**config.mk**
```make
export PLATFORM = sky130hd
export DESIGN_NAME = hash_accumulator
export DESIGN_NICKNAME = d
export VERILOG_FILES = /design/src/rtl/hash_accumulator.sv
export SDC_FILE = /design/constraint.sdc
export NUM_CORES = 1
export LEC_CHECK = 0
export CAP_MARGIN = 20
export CORE_AREA = 10 10 297 299
export DETAILED_ROUTE_END_ITERATION = 8
export DIE_AREA = 0 0 307 309
export SETUP_SLACK_MARGIN = 0.5
export SLEW_MARGIN = 15
export SYNTH_ARGS = -nofsm -noshare
export SYNTH_HDL_FRONTEND = slang
export SYNTH_SLANG_ARGS = --single-unit
```
**constraint.sdc**
```tcl
create_clock -name clk -period 19.4 [get_ports clk]
set_input_delay 4.85 -clock clk [delete_from_list [all_inputs] [get_ports clk]]
set_output_delay 4.85 -clock clk [all_outputs]
set_load 0.05 [all_outputs]
```
**src/rtl/hash_accumulator.sv**
```systemverilog
`default_nettype none
// hash_accumulator: SHA-256 hash state H0..H7 -- IV load, per-block add, digest valid/ack.
// Build option HASH_ACC_PARALLEL_EN: eight parallel adders, single-cycle accumulate.
module hash_accumulator #(
  parameter int                WORD_W = 32,
  parameter logic [WORD_W-1:0] IV_A   = 32'h6a09e667,
  parameter logic [WORD_W-1:0] IV_B   = 32'hbb67ae85,
  parameter logic [WORD_W-1:0] IV_C   = 32'h3c6ef372,
  parameter logic [WORD_W-1:0] IV_D   = 32'ha54ff53a,
  parameter logic [WORD_W-1:0] IV_E   = 32'h510e527f,
  parameter logic [WORD_W-1:0] IV_F   = 32'h9b05688c,
  parameter logic [WORD_W-1:0] IV_G   = 32'h1f83d9ab,
  parameter logic [WORD_W-1:0] IV_H   = 32'h5be0cd19
) (
  input  logic                  clk,
  input  logic                  rst,
  input  logic                  init,
  input  logic                  blk_done,
  input  logic                  last,
  input  logic [WORD_W-1:0]     in_A,
  input  logic [WORD_W-1:0]     in_B,
  input  logic [WORD_W-1:0]     in_C,
  input  logic [WORD_W-1:0]     in_D,
  input  logic [WORD_W-1:0]     in_E,
  input  logic [WORD_W-1:0]     in_F,
  input  logic [WORD_W-1:0]     in_G,
  input  logic [WORD_W-1:0]     in_H,
  output logic [WORD_W-1:0]     h_A,
  output logic [WORD_W-1:0]     h_B,
  output logic [WORD_W-1:0]     h_C,
  output logic [WORD_W-1:0]     h_D,
  output logic [WORD_W-1:0]     h_E,
  output logic [WORD_W-1:0]     h_F,
  output logic [WORD_W-1:0]     h_G,
  output logic [WORD_W-1:0]     h_H,
  output logic [8*WORD_W-1:0]   digest,
  output logic                  digest_valid,
  input  logic                  digest_ack,
  output logic                  busy,
  output logic                  err_drop
);

  localparam logic [WORD_W-1:0] IV [8] = '{IV_A, IV_B, IV_C, IV_D, IV_E, IV_F, IV_G, IV_H};

  typedef enum logic [1:0] {
    IDLE  = 2'd0,
    READY = 2'd1,
    ACC   = 2'd2,
    DONE  = 2'd3
  } state_t;

  state_t            state;
  state_t            state_nxt;
  logic [WORD_W-1:0] h     [8];
  logic [WORD_W-1:0] snap  [8];
  logic [WORD_W-1:0] in_w  [8];
  logic              snap_last;
  logic              acc_end;

  assign in_w[0] = in_A;
  assign in_w[1] = in_B;
  assign in_w[2] = in_C;
  assign in_w[3] = in_D;
  assign in_w[4] = in_E;
  assign in_w[5] = in_F;
  assign in_w[6] = in_G;
  assign in_w[7] = in_H;

`ifdef HASH_ACC_PARALLEL_EN
  assign acc_end = 1'b1;
`else
  logic [2:0] cnt;
  assign acc_end = (cnt == 3'd7);
`endif

  always_ff @(posedge clk or posedge rst) begin
    if (rst) state <= IDLE;
    else     state <= state_nxt;
  end

  // init has priority over every other event in every state
  always_comb begin
    state_nxt = state;
    if (init) begin
      state_nxt = READY;
    end else begin
      case (state)
        IDLE:    state_nxt = IDLE;
        READY:   if (blk_done) state_nxt = ACC;
        ACC:     if (acc_end) state_nxt = snap_last ? DONE : READY;
        DONE:    if (digest_ack) state_nxt = IDLE;
        default: state_nxt = IDLE;
      endcase
    end
  end

  always_ff @(posedge clk or posedge rst) begin
    if (rst) begin
      for (int i = 0; i < 8; i++) begin
        h[i]    <= IV[i];
        snap[i] <= '0;
      end
      snap_last <= 1'b0;
      err_drop  <= 1'b0;
`ifndef HASH_ACC_PARALLEL_EN
      cnt       <= 3'd0;
`endif
    end else if (init) begin
      for (int i = 0; i < 8; i++) h[i] <= IV[i];
      err_drop <= 1'b0;
`ifndef HASH_ACC_PARALLEL_EN
      cnt      <= 3'd0;
`endif
    end else begin
      if (blk_done && (state != READY)) err_drop <= 1'b1;
      if (state == READY && blk_done) begin
        for (int i = 0; i < 8; i++) snap[i] <= in_w[i];
        snap_last <= last;
`ifndef HASH_ACC_PARALLEL_EN
        cnt       <= 3'd0;
`endif
      end
      if (state == ACC) begin
`ifdef HASH_ACC_PARALLEL_EN
        for (int i = 0; i < 8; i++) h[i] <= h[i] + snap[i];
`else
        // single shared adder walks H0..H7; cnt wraps back to 0 after word 7
        h[cnt] <= h[cnt] + snap[cnt];
        cnt    <= cnt + 3'd1;
`endif
      end
    end
  end

  assign h_A = h[0];
  assign h_B = h[1];
  assign h_C = h[2];
  assign h_D = h[3];
  assign h_E = h[4];
  assign h_F = h[5];
  assign h_G = h[6];
  assign h_H = h[7];

  assign digest       = {h[0], h[1], h[2], h[3], h[4], h[5], h[6], h[7]};
  assign digest_valid = (state == DONE);
  assign busy         = (state == ACC);

endmodule
`default_nettype wire

```
==> reports/metrics.yaml, run 1 <==
outcome:
  outcome: "finished clean"
clock_tree:
  insertion_delay_ps: 650
  cts_tree: "yes"
  cts_buffers: 58
  cts_buffer_depth: 3
  post_cts_buffers: 0
  ctsResizeCount: 0
  clock-sinks: 519
  clkTransAtPathRegs_ps: 60
  holdBufCountCts: 0
  root_buffer: "clkbuf_16"
  h-tree-depth: 2
routing:
  wl_per_cell_um: 33.0
  vias: 23300
  drc: 0
  dr.pass1.iters: 5
  via_per_inst: 5.83
  ant_nets: 0
  drt_iter0_markers: 2466
  drt-total-wl_um: 132000
global_route:
  grt_usage: 0.266
  antenna_found_initial: 17
  grt_max_degree: 176
  grt_pass1_wl_um: 183000
  grt_pass1_vias: 24100
  gr-total-overflow: 0
synthesis:
  avgSynthCellArea_um2: 11.2
  ys_warn_count: 0
  yosysTopAreaCell: "dfrtp_1"
  synth_top_area_frac: 0.357
  syn-cell-area_um2: 26900
  synth-edff-count: 0
  ys_ff_latch: 519
  synthTopCellsByCount: "383 x dfrtp_1, 269 x mux2_2, 256 x buf_4, 185 x a22oi_1, 136 x dfstp_2"
  synth_nets: 2701
  ys_top_cells_by_area: "dfrtp_1 36%, dfstp_2 13%, mux2_2 11%, buf_4 7.1%, a22oi_1 5.2%"
  ys_seq_area_frac: 0.489
  yosysMostFrequentCell: "dfrtp_1"
  async_flop_share: 1.00
  syn_inst: 2402
  ys.flop_type: "dfrtp_1"
  synth.distinct_cells: 77
worst_setup_path:
  cp.arrival_ps: 8720
  cp-startpoint: "init"
  cp-start-kind: "input port"
  r2r-end: "h_E[26]"
  r2r_slack_ps: 12940
  critical_path_required_ps: 19920
  r2r_cells: 18
  endpoint: "snap[169]"
  crit_type: "in -> reg"
  rr_startpoint: "cnt[1]"
  crit_fanout: 90
  cp-end-kind: "flip-flop"
layout:
  layout-drive-gt1-share: 0.214
  area_growth_pct: 34.4
  nets: 3177
power:
  cellPowerDensity_nw_per_um2: 132
  peakVddDrop_v: 0.0000878
  static-leakage-power_nw: 14.4
  total_power_mw: 4.77
die:
  start_util: 0.328
  core_um2: 81800
  die-area_um2: 94900
  die_h_um: 309
  boundaryPins: 777
  die-width_um: 307
  rows: 105
timing:
  rsz0062_at_grt: "false"
  period_minus_slack_ps: 8200
  worstMarginPinSlew_ps: 1210
  maxSlewViolCount: 0
  min_period_over_period: 0.422
  max-slew-margin-rel: 0.191
  hold_viol: 0
  finalSetupViolations: 0
  max_freq_mhz: 122
  finalClockSkew_ps: 28.5
  tns_ps: 0
min_path:
  hold_class: "reg -> reg"
placed_design:
  place_congestion: 0.910
  dp_hpwl_um: 97000
  port_buffers: 776
flow_run:
  maxCapViolCount: 0
placed cells by master (no fill, tap or decap), types with 15 or more instances in the layout:
cell	netlist	final
mux2_2	269	269
nand4_1	42	42
buf_4	256	59
a21oi_1	62	60
nor3_1	34	34
clkdlybuf4s50_1	0	775
a21o_1	21	21
a221oi_1	21	21
o22a_1	71	71
and3_1	20	19
a22oi_1	185	185
dfrtp_1	383	381
nand2_1	124	124
nand3_1	73	72
clkbuf_16	0	58
nor2_1	105	88
ha_1	36	36
o21ai_0	33	32
mux2i_1	25	25
a22o_1	103	103
inv_1	16	15
dfstp_2	136	136
through the flow:
stage          utilization  setup slack [ps]  cells  hold WS (ps)  instance area (µm²)
2_1_floorplan            -              7610   2402           474                26900
6_report             0.441             11200   3999           500                36100
5_1_grt              0.441             11040   3997           515                36100
3_3_place_gp         0.416             10730   3885           483                34100
3_5_place_dp         0.416             10640   3886           487                34100
4_1_cts              0.441             11330   3992           500                36100
power by group:
group,switching [mW],total (mW),internal (mW)
clock,0.480,1.16,0.678
combinational,1.33,2.05,0.720
sequential,0.179,1.56,1.38
per-layer routing:
metal	GRT usage	wire length [µm]
met5	0	132
met4	0.0955	4780
met3	0.0745	12300
met2	0.457	64800
met1	0.314	50000
flip-flops by register name, summed over array words and instances, names as in the netlist:
| register | count |
|---|---|
| h_F | 32 |
| snap | 256 |
| h_D | 32 |
| h_G | 32 |
| h_B | 32 |
| snap_last | 1 |
| cnt | 3 |
| state | 2 |
| h_H | 32 |
| h_C | 32 |
| err_drop | 1 |
| h_A | 32 |
| h_E | 32 |
final cells by class:
class	instances	area, µm²
sequential	519	13200
multi-input combinational	1442	11300
timing repair buffer	839	8300
fill	7603	45700
clock buffer	83	1670
inverter	18	71.3
antenna	5	12.5
clock inverter	23	327
tap	1070	1340
cell families (layout without fill, tap and decap cells):
family                   count (synthesis)  in the layout  synth area share
AO/OA/AOI/OAI                          634            634             0.182
XOR/XNOR                                19             19           0.00731
adder cells (fa/ha/maj)                 37             37            0.0175
buffers and inverters                  441            963            0.0981
flip-flops                             519            519             0.489
multiplexers                           298            298             0.125
other                                    0              5                 0
AND/OR/NAND/NOR                        454            454            0.0799
critical path, cell delays in order:
cell,delay [ps]
buf_2,70
buf_4,440
clkinv_1,560
nand3_4,630
buf_4,600
buf_4,920
mux2_2,430
worst min-delay path by stage:
| stage | end | slack (ps) | from | cells past startpoint |
|---|---|---|---|---|
| after floorplan | snap[134] | 470 | snap[134] | 1 |
| after global placement | snap[246] | 480 | snap[246] | 1 |
| after detailed placement | snap[127] | 490 | snap[127] | 1 |
| after CTS | snap[127] | 500 | snap[127] | 1 |
| after global routing | snap[7] | 520 | snap[7] | 1 |
| final | snap[127] | 500 | snap[127] | 1 |
(Power assumes the default switching activity.)
==> inputs of run 2 (changes only) <==
- clock period: 19.4 -> 7.94 ns (I/O delays scaled with it)
==> run 2 against run 1 <==
Flip-flop and latch count stayed put. Clock power is 150% higher. Cell count hardly changed. Utilization hardly changed. Sequential power is 150% higher. Total power is 140% higher. Worst setup slack worse by 9100 ps. Register-to-register slack worse by 11000 ps. Largest power group unchanged.
==> reports/metrics.yaml, run 2 (same netlist as run 1, synthesis figures left out) <==
placed_design:
  post_dp_cell_area_um2: 34100  # about the same
  port_buffers: 776  # unchanged
  dp_hpwl_um: 99400  # was 97000 µm
  place_congestion: 0.905  # was 0.910
  post-place-ws_ps: 2210  # was 10640 ps
global_route:
  gr-total-overflow: 0  # unchanged
  grt_usage: 0.274  # was 0.266
  grt_pass1_wl_um: 188000  # was 183000 µm
  antenna_found_initial: 21  # was 17
  grt_max_degree: 181  # was 176
  grt_pass1_vias: 24400  # was 24100
layout:
  final_area_um2: 36100  # about the same
  largest_reg_flops: 256  # unchanged
  area_growth_pct: 34.4  # about the same
  nets: 3171  # was 3177
  regMostFlops: "snap"  # unchanged
  seqCellArea_um2: 13200  # unchanged
  layout_common_cells: "775 x clkdlybuf4s50_1, 381 x dfrtp_1, 269 x mux2_2, 185 x a22oi_1, 136 x dfstp_2"  # unchanged
  nFillCells: 7462  # was 7603
  multiInputGateArea_um2: 11300  # about the same
  layout-drive-gt1-share: 0.210  # was 0.214
  layout.cells.most_common: "clkdlybuf4s50_1"  # unchanged
power:
  static-leakage-power_nw: 14.4  # about the same
  total_power_mw: 11.7  # was 4.77 mW
  peakVddDrop_v: 0.000175  # was 0.0000878 V
  cellPowerDensity_nw_per_um2: 323  # was 132 nW/µm²
timing:
  min_period_over_period: 0.732
  worstMarginPinSlew_ps: 1190  # was 1210 ps
  hold_viol: 0  # unchanged
  maxSlewViolCount: 0  # unchanged
  setup_ws_ps: 2130  # was 11200 ps
  period_minus_slack_ps: 5810
  max_freq_mhz: 172
  finalSetupViolations: 0  # unchanged
  max-slew-margin-rel: 0.203  # was 0.191
  finalClockSkew_ps: 37.7  # was 28.5 ps
  rsz0062_at_grt: "false"  # unchanged
worst_setup_path:
  rr_startpoint: "cnt[2]"  # was cnt[1]
  crit_fanout: 31  # was 90
  cp-start-kind: "flip-flop"  # was input port
  r2r-end: "h_F[26]"  # was h_E[26]
  r2r_cells: 16  # was 18
  critical_path_required_ps: 8410  # was 19920 ps
  r2r_slack_ps: 2130  # was 12940 ps
  cp-end-kind: "flip-flop"  # unchanged
  cp.arrival_ps: 6280  # was 8720 ps
  crit_type: "reg -> reg"  # was in -> reg
routing:
  drt-total-wl_um: 136000  # was 132000 µm
  via_per_inst: 5.88  # was 5.83
  ant_nets: 0  # unchanged
  dr.pass1.iters: 7  # was 5
  drt_iter0_markers: 2312  # was 2466
  drc: 0  # unchanged
  wl_per_cell_um: 33.9  # was 33.0 µm
  vias: 23500  # was 23300
die:
  rows: 105  # unchanged
  die-area_um2: 94900  # unchanged
  boundaryPins: 777  # unchanged
  start_util: 0.328  # unchanged
  die-width_um: 307  # unchanged
  core_um2: 81800  # unchanged
  die_h_um: 309  # unchanged
clock_tree:
  insertion_delay_ps: 640  # was 650 ps
  post_cts_buffers: 0  # unchanged
  root_buffer: "clkbuf_16"  # unchanged
  cts_tree: "yes"  # unchanged
  cts_buffer_depth: 3  # unchanged
  clock-sinks: 519  # unchanged
  holdBufCountCts: 0  # unchanged
  clkTransAtPathRegs_ps: 60  # about the same
  ctsResizeCount: 0  # unchanged
  h-tree-depth: 2  # unchanged
  cts_buffers: 58  # unchanged
outcome:
  outcome: "finished clean"  # unchanged
flow_run:
  maxCapViolCount: 0  # unchanged
min_path:
  hp-start: "snap[60]"  # was snap[127]
  whs_endpoint: "snap[60]"  # was snap[127]
  hold-path-cell-count: 1  # unchanged
  hold_class: "reg -> reg"  # unchanged
[run 2: cell types whose count changed in the layout (fill, tap and decap cells not counted), moves of 2 or more]
cell,previous run,this run
buf_8,0,2
diode_2,5,9
buf_4,59,51
clkbuf_8,12,8
buf_16,2,0
clkbuf_1,13,20
bufinv_16,6,8
buf_12,2,4
clkinv_2,10,8
[run 2: worst max path at each step]
stage,startpoint,to,cells after the start
2_1_floorplan,rst,cnt[0],1
3_3_place_gp,cnt[2],h_F[26],16
3_5_place_dp,cnt[2],h_A[26],16
4_1_cts,cnt[2],h_F[26],16
5_1_grt,cnt[2],h_F[26],16
6_report,cnt[2],h_F[26],16
[run 2: layout make-up]
cell class,instances,share of cell area
well taps,1070,0.0371
diodes,9,0.000623
repair buffers,833,0.229
multi-input cells,1442,0.311
flip-flops and latches,519,0.364
clock inverters,24,0.0107
clock buffers,86,0.0453
inverters,18,0.00197
[run 2: through the flow]
step	hold slack, ps	cells	TNS, ps	util
after floorplan	474	2402	-376960	-
after global placement	484	3879	0	0.416
after detailed placement	491	3882	0	0.416
after CTS	506	3992	0	0.441
after global routing	511	3999	0	0.441
final	500	4001	0	0.441
[run 2: per-layer routing]
metal	vias up	routed length, µm	GRT usage
li1	9699	-	-
met1	12000	52800	0.336
met2	1513	65900	0.462
met3	274	12100	0.0675
met4	20	4650	0.0993
met5	-	127	0
[run 2: power by group]
part	switching, mW	internal [mW]	total, mW	leakage, nW
logic	3.21	1.75	4.96	7.20
clock network	1.17	1.70	2.86	0.980
registers	0.470	3.37	3.84	6.19
total	4.85	6.82	11.7	14.4
[run 2: critical path, cell delays in order (launching register included)]
cell and delay [ps]:
dfrtp_1 530, or2_2 530, nor2_4 510, buf_4 590, a22oi_1 300, nand4_1 200, ha_1 200, inv_1 70
fa_1 470, nor2b_1 180, o2111ai_1 230, a31oi_2 370, a31oi_4 240, o21ai_2 190, buf_4 350, mux2i_1 480
o21ai_0 180
==> inputs of run 3 (changes only) <==
- clock period: 7.94 -> 5.5 ns (I/O delays scaled with it)
==> run 3 against run 2 <==
Maximum frequency increased by 22%. Sequential power up 45%. Combinational power increased by 49%. Die area unchanged. Utilization up 0.58 points. Wire length grew 0.57%. Critical path type unchanged. Largest cell class unchanged. Largest power group unchanged.
==> reports/metrics.yaml, run 3 (same netlist as run 1, synthesis figures left out) <==
global_route:
  grt_max_degree: 107  # was 181
  grt_pass1_wl_um: 189000  # was 188000 µm
  antenna_found_initial: 13  # was 21
  grt_pass1_vias: 24500  # was 24400
  gr-total-overflow: 0  # unchanged
  grt_usage: 0.275  # was 0.274
worst_setup_path:
  critical_path_required_ps: 6040  # was 8410 ps
  cp-start-kind: "flip-flop"  # unchanged
  crit_type: "reg -> reg"  # unchanged
  cp.arrival_ps: 5300  # was 6280 ps
  r2r-end: "h_C[26]"  # was h_F[26]
  rr_startpoint: "cnt[2]"  # unchanged
  r2r_slack_ps: 740  # was 2130 ps
  crit_fanout: 14  # was 31
  cp-end-kind: "flip-flop"  # unchanged
  r2r_cells: 15  # was 16
layout:
  largest_reg_flops: 256  # unchanged
  area_growth_pct: 36.2  # was 34.4%
  nets: 3214  # was 3171
  regMostFlops: "snap"  # unchanged
  layout-drive-gt1-share: 0.227  # was 0.210
  layout_common_cells: "775 x clkdlybuf4s50_1, 381 x dfrtp_1, 269 x mux2_2, 185 x a22oi_1, 136 x dfstp_2"  # unchanged
  layout.cells.most_common: "clkdlybuf4s50_1"  # unchanged
timing:
  max_freq_mhz: 210  # was 172 MHz
  hold_viol: 0  # unchanged
  maxSlewViolCount: 0  # unchanged
  finalSetupViolations: 0  # unchanged
  finalClockSkew_ps: 20.3  # was 37.7 ps
  worstMarginPinSlew_ps: 1200  # was 1190 ps
  min_period_over_period: 0.865  # was 0.732
  max-slew-margin-rel: 0.200  # was 0.203
  hold_slack_ps: 502  # was 500 ps
  period_minus_slack_ps: 4760  # was 5810 ps
  tns_ps: 0  # unchanged
  rsz0062_at_grt: "true"  # was false
die:
  die_h_um: 309  # unchanged
  die-area_um2: 94900  # unchanged
  die-width_um: 307  # unchanged
  core_um2: 81800  # unchanged
  rows: 105  # unchanged
  start_util: 0.328  # unchanged
  boundaryPins: 777  # unchanged
min_path:
  hold_class: "reg -> reg"  # unchanged
  hold-path-cell-count: 1  # unchanged
  whs_endpoint: "snap[60]"  # unchanged
  hp-start: "snap[60]"  # unchanged
routing:
  top_layer_used: "met5"  # unchanged
  drt-total-wl_um: 136000  # about the same
  drt_iter0_markers: 2093  # was 2312
  wl_met1_um: 53300  # was 52800 µm
  via_per_inst: 5.83  # was 5.88
  vias: 23500  # about the same
  dr.pass1.iters: 5  # was 7
  wl_met2_um: 65600  # was 65900 µm
  wl_per_cell_um: 33.8  # was 33.9 µm
  ant_nets: 0  # unchanged
  dr_wl_met3_um: 12100  # about the same
  drc: 0  # unchanged
clock_tree:
  clkTransAtPathRegs_ps: 60  # about the same
  cts_tree: "yes"  # unchanged
  holdBufCountCts: 0  # unchanged
  insertion_delay_ps: 650  # was 640 ps
  cts_buffer_depth: 3  # unchanged
  h-tree-depth: 2  # unchanged
  cts_buffers: 59  # was 58
  clock-sinks: 519  # unchanged
  root_buffer: "clkbuf_16"  # unchanged
placed_design:
  port_buffers: 776  # unchanged
  place_congestion: 0.917  # was 0.905
  dp_hpwl_um: 104000  # was 99400 µm
power:
  pwr-share-clk: 0.241  # was 0.245
  p_sw_mw: 7.13  # was 4.85 mW
  static-leakage-power_nw: 14.6  # was 14.4 nW
  p_int_mw: 9.94  # was 6.82 mW
  power_frac_seq: 0.325  # was 0.329
  cellPowerDensity_nw_per_um2: 466  # was 323 nW/µm²
  peakVddDrop_v: 0.000281  # was 0.000175 V
  switching_share: 0.418  # was 0.416
  combPwrFrac: 0.434  # was 0.425
outcome:
  outcome: "finished clean"  # unchanged
flow_run:
  maxCapViolCount: 0  # unchanged
==> run 3: changes by cell type in the layout (fill, tap and decap cells not counted), sizes merged <==
cell      previous run  this run
buf                 58        99
bufinv               8         4
clkbuf              86        87
clkinv              13        10
clkinvlp             3         6
diode                9         5
nor2               105       106
==> run 3: layout make-up <==
cell class | instances | area, µm²
timing repair buffer | 874 | 8670
sequential | 519 | 13200
clock buffer | 87 | 1760
tap | 1070 | 1340
clock inverter | 20 | 256
antenna | 5 | 12.5
multi-input combinational | 1443 | 11300
inverter | 18 | 71.3
fill | 7507 | 45200
==> run 3: metal layers <==
layer  track usage  vias to the layer above
li1              -                     9772
met1         0.337                    12000
met2         0.461                     1402
met3        0.0700                      288
met4         0.106                       18
met5             0                        -
==> run 3: timing repair <==
item,in CTS,in global routing
resized for setup,3,11
pin swaps,1,1
buffers inserted,1,2
gates cloned,0,1
endpoints found under the setup margin,58,100
==> run 3: power by group through the flow <==
stage / Combinational, mW / Clock (mW) / Sequential (mW)
6_report: 7.41 / 4.12 / 5.55
2_1_floorplan: 4.62 / 0 / 5.49
4_1_cts: 7.24 / 4.17 / 5.53
3_3_place_gp: 7.08 / 0 / 5.55
3_5_place_dp: 7.19 / 0 / 5.60
5_1_grt: 7.87 / 4.32 / 5.64
==> run 3: how the worst max path moves through the flow <==
stage                     depth (start not counted)  slack [ps]    from  endpoint
after global placement                           11         380  cnt[0]   h_H[13]
after floorplan                                   1       -2810     rst    cnt[0]
after detailed placement                         11         320  cnt[0]   h_H[13]
after global routing                             15         500  cnt[2]   h_G[30]
final                                            15         740  cnt[2]   h_C[26]
after CTS                                        13         550  cnt[1]   h_F[29]
==> run 3: worst max-delay path, cell delays in order, from the launching register on <==
cell       delay (ps)
dfrtp_1           400
buf_4             200
or2_2             340
nor2_4            400
buf_4             420
a22o_1            200
a221oi_1           50
nand3_1           230
ha_1              390
and3_1            270
and2_1            180
a221o_1           340
a31oi_4           330
o211ai_2          230
a2111oi_0         540
nor3_1            110
==> run 3: through the flow <==
step	utilization	std cells	area, µm²	power [mW]	setup WS [ps]
global route	0.447	4034	36600	17.8	502
global placement	0.420	3916	34400	12.6	379
floorplan	-	2402	26900	10.1	-2810
CTS	0.446	4027	36500	16.9	549
detailed placement	0.421	3919	34400	12.8	316
finish	0.447	4036	36600	17.1	744
